--- config.mk ---
export PLATFORM = sky130hd
export DESIGN_NAME = de2_70_nios_oci_dct_packer
export DESIGN_NICKNAME = d
export VERILOG_FILES = /design/src/rtl/de2_70_nios_oci_dct_packer.sv
export SDC_FILE = /design/constraint.sdc
export NUM_CORES = 1
export LEC_CHECK = 0
export ABC_AREA = 1
export BUFFER_PORTS_ARGS = -buffer_cell sky130_fd_sc_hd__buf_2
export CAP_MARGIN = 10
export CELL_PAD_IN_SITES_DETAIL_PLACEMENT = 2
export CELL_PAD_IN_SITES_GLOBAL_PLACEMENT = 2
export CORE_MARGIN = 1.5
export CORE_UTILIZATION = 38
export CTS_CLUSTER_SIZE = 10
export DETAILED_ROUTE_END_ITERATION = 10
export PLACE_DENSITY = 0.87
export SETUP_SLACK_MARGIN = 0.15
export SYNTH_ARGS = -nofsm -noshare
export SYNTH_HDL_FRONTEND = slang
export SYNTH_SLANG_ARGS = --single-unit
--- constraint.sdc ---
create_clock -name clk -period 4.4 [get_ports clk]
set_clock_uncertainty 0.05 [all_clocks]
set_input_delay 0.44 -clock clk [delete_from_list [all_inputs] [get_ports clk]]
set_output_delay 0.44 -clock clk [all_outputs]
set_load 0.02 [all_outputs]
--- src/rtl/de2_70_nios_oci_dct_packer.sv ---
// Packs 2-bit DCT trace codes into 15-slot frames, hands them off over valid/ready, and sequences end of test.
// Optional DCT_DROP_COUNT_EN adds a saturating dropped-code counter output.
module de2_70_nios_oci_dct_packer #(
    parameter int unsigned CODE_W  = 2,
    parameter int unsigned DEPTH   = 15,
    parameter int unsigned COUNT_W = 4
) (
    input  logic                      clk,
    input  logic                      reset,
    input  logic                      dct_valid,
    input  logic [CODE_W-1:0]         dct_code,
    input  logic                      flush,
    input  logic                      trace_stop,
    output logic [CODE_W*DEPTH-1:0]   dct_buffer,
    output logic [COUNT_W-1:0]        dct_count,
    output logic                      dct_out_valid,
    input  logic                      dct_out_ready,
    output logic                      overflow,
    output logic                      test_ending,
    output logic                      test_has_ended
`ifdef DCT_DROP_COUNT_EN
    ,output logic [7:0]               dct_drop_count
`endif
);

    localparam int unsigned BUF_W = CODE_W * DEPTH;
    localparam logic [COUNT_W-1:0] FULL_CNT = COUNT_W'(DEPTH);

    localparam logic [1:0] ST_RUN    = 2'd0;
    localparam logic [1:0] ST_DRAIN  = 2'd1;
    localparam logic [1:0] ST_ENDING = 2'd2;
    localparam logic [1:0] ST_ENDED  = 2'd3;

    logic [1:0]         state_q, state_d;
    logic [BUF_W-1:0]   acc_q, acc_d;
    logic [COUNT_W-1:0] acc_cnt_q, acc_cnt_d;
    logic [BUF_W-1:0]   frame_q, frame_d;
    logic [COUNT_W-1:0] frame_cnt_q, frame_cnt_d;
    logic               out_valid_q, out_valid_d;
    logic               overflow_q, overflow_d;
    logic               test_ending_q, test_ending_d;
    logic               test_has_ended_q, test_has_ended_d;

    logic               out_free;
    logic               acc_full;
    logic               code_en;
    logic               drop;
    logic               flush_en;
    logic               transfer;
    logic [BUF_W-1:0]   merged;
    logic [COUNT_W-1:0] merged_cnt;

    // Accumulator, frame register and handshake
    always_comb begin
        out_free    = !out_valid_q || dct_out_ready;
        acc_full    = (acc_cnt_q == FULL_CNT);
        code_en     = (state_q == ST_RUN) && dct_valid;
        drop        = code_en && acc_full && !out_free;
        flush_en    = ((state_q == ST_RUN) && flush) || (state_q == ST_DRAIN);
        merged      = acc_q;
        merged_cnt  = acc_cnt_q;
        transfer    = 1'b0;
        acc_d       = acc_q;
        acc_cnt_d   = acc_cnt_q;
        frame_d     = frame_q;
        frame_cnt_d = frame_cnt_q;

        if (acc_full) begin
            // A full accumulator moves out first; a same-edge code starts the next frame.
            if (out_free) begin
                transfer    = 1'b1;
                frame_d     = acc_q;
                frame_cnt_d = acc_cnt_q;
                acc_d       = code_en ? BUF_W'(dct_code) : '0;
                acc_cnt_d   = code_en ? COUNT_W'(1) : '0;
            end
        end else begin
            if (code_en) begin
                merged     = acc_q | (BUF_W'(dct_code) << (CODE_W * acc_cnt_q));
                merged_cnt = acc_cnt_q + COUNT_W'(1);
            end
            if (out_free && ((merged_cnt == FULL_CNT) ||
                             (flush_en && (merged_cnt != '0)))) begin
                transfer    = 1'b1;
                frame_d     = merged;
                frame_cnt_d = merged_cnt;
                acc_d       = '0;
                acc_cnt_d   = '0;
            end else begin
                acc_d     = merged;
                acc_cnt_d = merged_cnt;
            end
        end

        if (transfer) begin
            out_valid_d = 1'b1;
        end else if (out_valid_q && dct_out_ready) begin
            out_valid_d = 1'b0;
        end else begin
            out_valid_d = out_valid_q;
        end

        overflow_d = overflow_q | drop;
    end

    // End-of-test sequencing
    always_comb begin
        state_d = state_q;
        case (state_q)
            ST_RUN:    if (trace_stop) state_d = ST_DRAIN;
            ST_DRAIN:  if ((acc_cnt_q == '0) && !out_valid_q) state_d = ST_ENDING;
            ST_ENDING: state_d = ST_ENDED;
            ST_ENDED:  state_d = ST_ENDED;
            default:   state_d = ST_RUN;
        endcase
        test_ending_d    = (state_d == ST_ENDING);
        test_has_ended_d = test_has_ended_q || (state_d == ST_ENDED);
    end

    always_ff @(posedge clk or posedge reset) begin
        if (reset) begin
            state_q          <= ST_RUN;
            acc_q            <= '0;
            acc_cnt_q        <= '0;
            frame_q          <= '0;
            frame_cnt_q      <= '0;
            out_valid_q      <= 1'b0;
            overflow_q       <= 1'b0;
            test_ending_q    <= 1'b0;
            test_has_ended_q <= 1'b0;
        end else begin
            state_q          <= state_d;
            acc_q            <= acc_d;
            acc_cnt_q        <= acc_cnt_d;
            frame_q          <= frame_d;
            frame_cnt_q      <= frame_cnt_d;
            out_valid_q      <= out_valid_d;
            overflow_q       <= overflow_d;
            test_ending_q    <= test_ending_d;
            test_has_ended_q <= test_has_ended_d;
        end
    end

`ifdef DCT_DROP_COUNT_EN
    logic [7:0] drop_cnt_q, drop_cnt_d;

    // Saturating count of codes lost to backpressure
    always_comb begin
        drop_cnt_d = drop_cnt_q;
        if (drop && (drop_cnt_q != 8'hFF)) begin
            drop_cnt_d = drop_cnt_q + 8'd1;
        end
    end

    always_ff @(posedge clk or posedge reset) begin
        if (reset) begin
            drop_cnt_q <= 8'd0;
        end else begin
            drop_cnt_q <= drop_cnt_d;
        end
    end

    assign dct_drop_count = drop_cnt_q;
`endif

    assign dct_buffer     = frame_q;
    assign dct_count      = frame_cnt_q;
    assign dct_out_valid  = out_valid_q;
    assign overflow       = overflow_q;
    assign test_ending    = test_ending_q;
    assign test_has_ended = test_has_ended_q;

endmodule

-- Word level (Yosys, flattened, before mapping)
Index checks and enable logic that the tools add are counted.
- register bits after elaboration: 74
- bits in latches: 0
- bits in writable memories: 0
- bits in read-only memories: 0
- word-level logic and storage cells: 67
- memories kept: 0
- add/subtract/negate cells: 1
- multiply operators: 0
- div/mod/pow operators: 0
- magnitude comparators: 0
- equality and inequality tests: 8
- shift-type cells: 1
- multiplexer cells: 25
- bitwise operators: 2
- reduce and logical (&&, ||, !) cells: 21
- operators by type and width (cell ; number):
    $mux 30 ; 7
    $mux 4 ; 8
    $or 30x30->30 ; 1
    $shl 2x5->30 ; 1
    $eq 2x2->1 const B ; 4
    $eq 4x4->1 const B ; 2
    $logic_and 1x1->1 ; 8
    $mux 1 ; 6
    $mux 2 ; 3
    $pmux 2 s3 ; 1
    $add 4x1->4 const B ; 1
    $logic_not 4->1 ; 1
    $logic_or 1x1->1 ; 4
    $reduce_bool 2->1 ; 2
    $reduce_bool 4->1 ; 1
    $eq 2x1->1 const B ; 1
    $logic_not 1->1 ; 2
    $logic_not 2->1 ; 1
    $ne 2x2->1 const B ; 1
    $reduce_and 2->1 ; 1
    $reduce_or 2->1 ; 1
    $or 1x1->1 ; 1

-- Longest topological paths before layout
- depth after elaboration: 11
- gate-level depth with buffers: 15

-- Least setup slack after synthesis
OpenSTA, ideal clock, no wires.
- path type: register -> register
- from: reg acc_cnt_q[0]
- to: reg frame_q[29] (netlist: dct_buffer[29])
- library setup time: 74 ps
- arrival: 1785 ps
- required time: 4276 ps
- path slack: 2491 ps
- cell stages (with the launch flop): 16
- cells stage by stage: dfrtp_1 inv_2 ha_1 inv_1 nand3_1 nand2_1 nand2_1 nor2_1 nand2_1 nand2_2 nand3_2 nand2_2 buf_6 buf_8 nand2_1 o21ai_2
- cells in the longest elaborated chain, start to end: 9
- ends and longest elaborated chain (what ; line ; source):
    start: declaration ; 36 ; logic [COUNT_W-1:0] acc_cnt_q, acc_cnt_d;
    start signal: assignment ; 134 ; acc_cnt_q <= acc_cnt_d;
    $add 4x1->4 ; 80 ; merged_cnt = acc_cnt_q + COUNT_W'(1);
    $mux 4 ; 78 ; if (code_en) begin
    $mux 4 ; 68 ; if (acc_full) begin
    $reduce_bool 4->1 ; 83 ; (flush_en && (merged_cnt != '0)))) begin
    $logic_and 1x1->1 ; 83 ;
    $logic_or 1x1->1 ; 82 ; if (out_free && ((merged_cnt == FULL_CNT) ||
    $logic_and 1x1->1 ; 82 ;
    $reduce_bool 2->1 (no source line) ; -- ;
    $reduce_and 2->1 (no source line) ; -- ;
    end signal: assignment ; 135 ; frame_q <= frame_d;
    end: declaration ; 37 ; logic [BUF_W-1:0] frame_q, frame_d;
Several ways; a longest one is shown, not always the timed one. The select of a mux whose other input is x is not followed.
A chain may end at the register's enable or synchronous reset.

-- Final worst setup path
- from: reg acc_cnt_q[1]
- to: reg frame_q[12] (netlist: dct_buffer[12])
Same word-level chain as after synthesis.

==> impl_results.md <==
* Max H-tree Level at 3
* Final instance area at 3790 um2
* Clock root buffer: clkbuf_8
* CTS Buf Count at 9
* CP Launch Point: acc_cnt_q[1]$_DFFE_PP0P_
* Post-synthesis sequential area ratio at 55.2%
* CTS tree: done
* Die Ht at 96.9 um
* CP dominant cell by count: nand2_1
* YS warnings at 0
* Crit-path slowest cell: dfrtp_1
* First-pass GRT wire length at 15.6 mm
* Sw frac at 38.5%
* Die W at 96.9 um
* Most common cell after layout, fill and taps aside: nand2_1
* Post-synth ARST share at 100%
* Maximum vdd drop at 195 uV
* CP max FO at 40
* Cells after Synth at 365
* Yosys top cell area share at 55.2%
* Total gr overflow at 0
* Crit path launch type: flop
* Worst-case reg-to-reg path depth at 13
* Switching power at 684 uW
* Seq pwr share at 46.8%
* Nets at 417
* Max_cap viols at 0
* Via count at 2765
* R2R Path End: dct_buffer[12]$_DFFE_PP0P_
* Commonest non-fill, non-tap cells in the layout: nand2_1 (87), dfrtp_1 (74), a21oi_1 (48)
* Synth area leaders: dfrtp_1 (55%), nand2_1 (9.7%), a21oi_1 (7.2%)
* Synth area leader: dfrtp_1
* Slowest stage delay, CP at 620 ps
* Iteration-0 DRC Markers at 119
* Final setup violation count at 0
* WP data arrival at 3230 ps
* All-Layer GR Usage at 20.8%
* Worst-Margin Slew at 1120 ps
* PwrDens at 469 nW/um2
* Clock Sinks at 74
* Detail Route Antenna Nets at 0
* Share of cells above drive strength 1 at 26.7%
* Starting Density at 38.8%
* Slew margin rel. at 25.0%
* Final core utilization at 43.9%
* Worst-path clk slew at 80 ps
* Slew Viols, Final at 0
* Row count at 34
* Critical R2R Launch: acc_cnt_q[1]$_DFFE_PP0P_
* Worst setup path class: reg2reg
* Static Leak at 0.00186 uW
* Largest net degree at the start of global routing at 41
* Cell depth of the worst setup path at 13
* Final hold vios at 0
* Register-to-register setup slack at 1350 ps
* Vias per cell at 5.32
* # port buffers at 45
* Clock Tree Buf Depth at 2
* Kind of cell adding the most delay to the critical path: simple AND/OR/NAND/NOR gates
* Status: finished, final reports clean
* Placed cells at 504
* Post-CTS setup buffer count at 0
* Final Critical Period at 3050 ps
* CP endpoint kind: flop
* Post-Syn Area at 3350 um2
* Initial antenna violation count at 0
* Vias in the first global route at 3027
* Total routed wirelength at 9.27 mm
* Post-synth EDFFs at 0
* Post-CTS Resized at 0
* Total nets after synthesis at 375
* Drt first pass iters at 4
* Unrepaired setup endpoints after global routing: no
* Seq cells post-synth at 74
* Wirelength per Cell at 17.8 um
* Die footprint at 9390 um2
* Required time of the critical path at 4570 ps
* Layout area overhead at 13.1%
* Clk pwr share at 27.8%
* Final Cycle Share at 69.4%
* Post-Layout Cell Count at 520
* Syn_area_per_cell at 9.18 um2
* Cell Int Power at 1090 uW
* TNS Setup at 0 ps
* Most common flop cell mapped by yosys: dfrtp_1
* I/O pin cnt at 46
* Worst Hold Class: in2async
* Peak Freq at 327 MHz
* Remaining DRCs at 0
* Comb power frac at 25.5%
* Core area at 8640 um2
* Cell breakdown of the critical path: inv_1 -> ha_1 -> inv_1 -> nand3_1 -> nand2_1 -> nand2_1 -> nor2_1 -> nand2_1 -> nand2_2 -> nand3_2 -> nand2_2 -> buf_4 -> o21ai_0
* Hpwl dp at 6.35 mm
* Synth cell types at 34
* Ant diodes at 0
* Worst Path Buf+Inv at 3
* Clk_lat worst skew at 360 ps
* Post-DP Area at 3610 um2
* GPL Wtd Cong at 0.791
* Cts hold-fix bufs at 0
## metal layers
layer	global-route usage, %	vias to the layer above	part of all wire (%)
li1	-	1290	-
met1	27.0	1424	46
met2	35.8	40	51
met3	2.38	11	2.1
met4	7.69	0	1.4
met5	0	-	0
## synthesized netlist by cell type, types with 3 or more instances
library cell	count
a21oi_1	48
o21ai_0	20
a31oi_1	5
o21ai_2	12
buf_6	4
nand2_1	87
dfrtp_1	74
nand3_1	7
nand2_2	6
inv_2	3
inv_1	16
nor2_1	29
a21oi_2	13
buf_2	7
nor3_1	8
## worst register-to-register path: cells and delay by family (launching register included)
kind                       cells  cell delay (ps)
AOI/OAI and AO/OA              1              160
adders and majority gates      1              290
buffers and inverters          3              650
DFF                            1              620
and+or+nand+nor                8             1160
## kinds of logic after synthesis
family,Yosys count,share of synthesized area (%)
simple gates,148,19.3
compound gates,104,18.8
flops,74,55.2
buf+inv,37,5.93
fa+ha+maj,2,0.746
## how the worst max path moves through the flow
stage                            endpoint  slack, ps
4_1_cts        dct_buffer[12]$_DFFE_PP0P_       1330
5_1_grt        dct_buffer[12]$_DFFE_PP0P_       1010
6_report       dct_buffer[12]$_DFFE_PP0P_       1350
2_1_floorplan    acc_cnt_q[0]$_DFFE_PP0P_       2030
3_3_place_gp   dct_buffer[12]$_DFFE_PP0P_       1610
3_5_place_dp   dct_buffer[12]$_DFFE_PP0P_       1350
## state kept, by name, indices dropped and copies added (netlist names)
signal	flops
acc_q	30
overflow	1
state_q	2
test_ending	1
acc_cnt_q	4
dct_out_valid	1
dct_buffer	30
dct_count	4
test_has_ended	1
## per-stage QoR
stage               setup slack (ps)  power, uW  hold WS [ps]
detailed placement              1350       1300           406
floorplan                       2030       1160           412
finish                          1350       1780           203
global placement                1610       1270           394
CTS                             1330       1800           235
global route                    1010       1880           272
## power groups by stage
stage               Sequential (uW)  Combinational [uW]  Clock [uW]
floorplan                       880                 283           0
global placement                837                 432           0
detailed placement              844                 452           0
CTS                             833                 460         506
global route                    843                 504         529
finish                          831                 452         493
## cell type report
cell class / count / area [um2]
Clock inverter: 7 / 53.8
Inverter: 20 / 77.6
Timing Repair Buffer: 48 / 248
Tap cell: 108 / 135
Fill cell: 1000 / 4840
Clock buffer: 9 / 124
Multi-Input combinational cell: 254 / 1300
Sequential cell: 74 / 1850
Note: power is estimated with default switching activity, not from simulation.
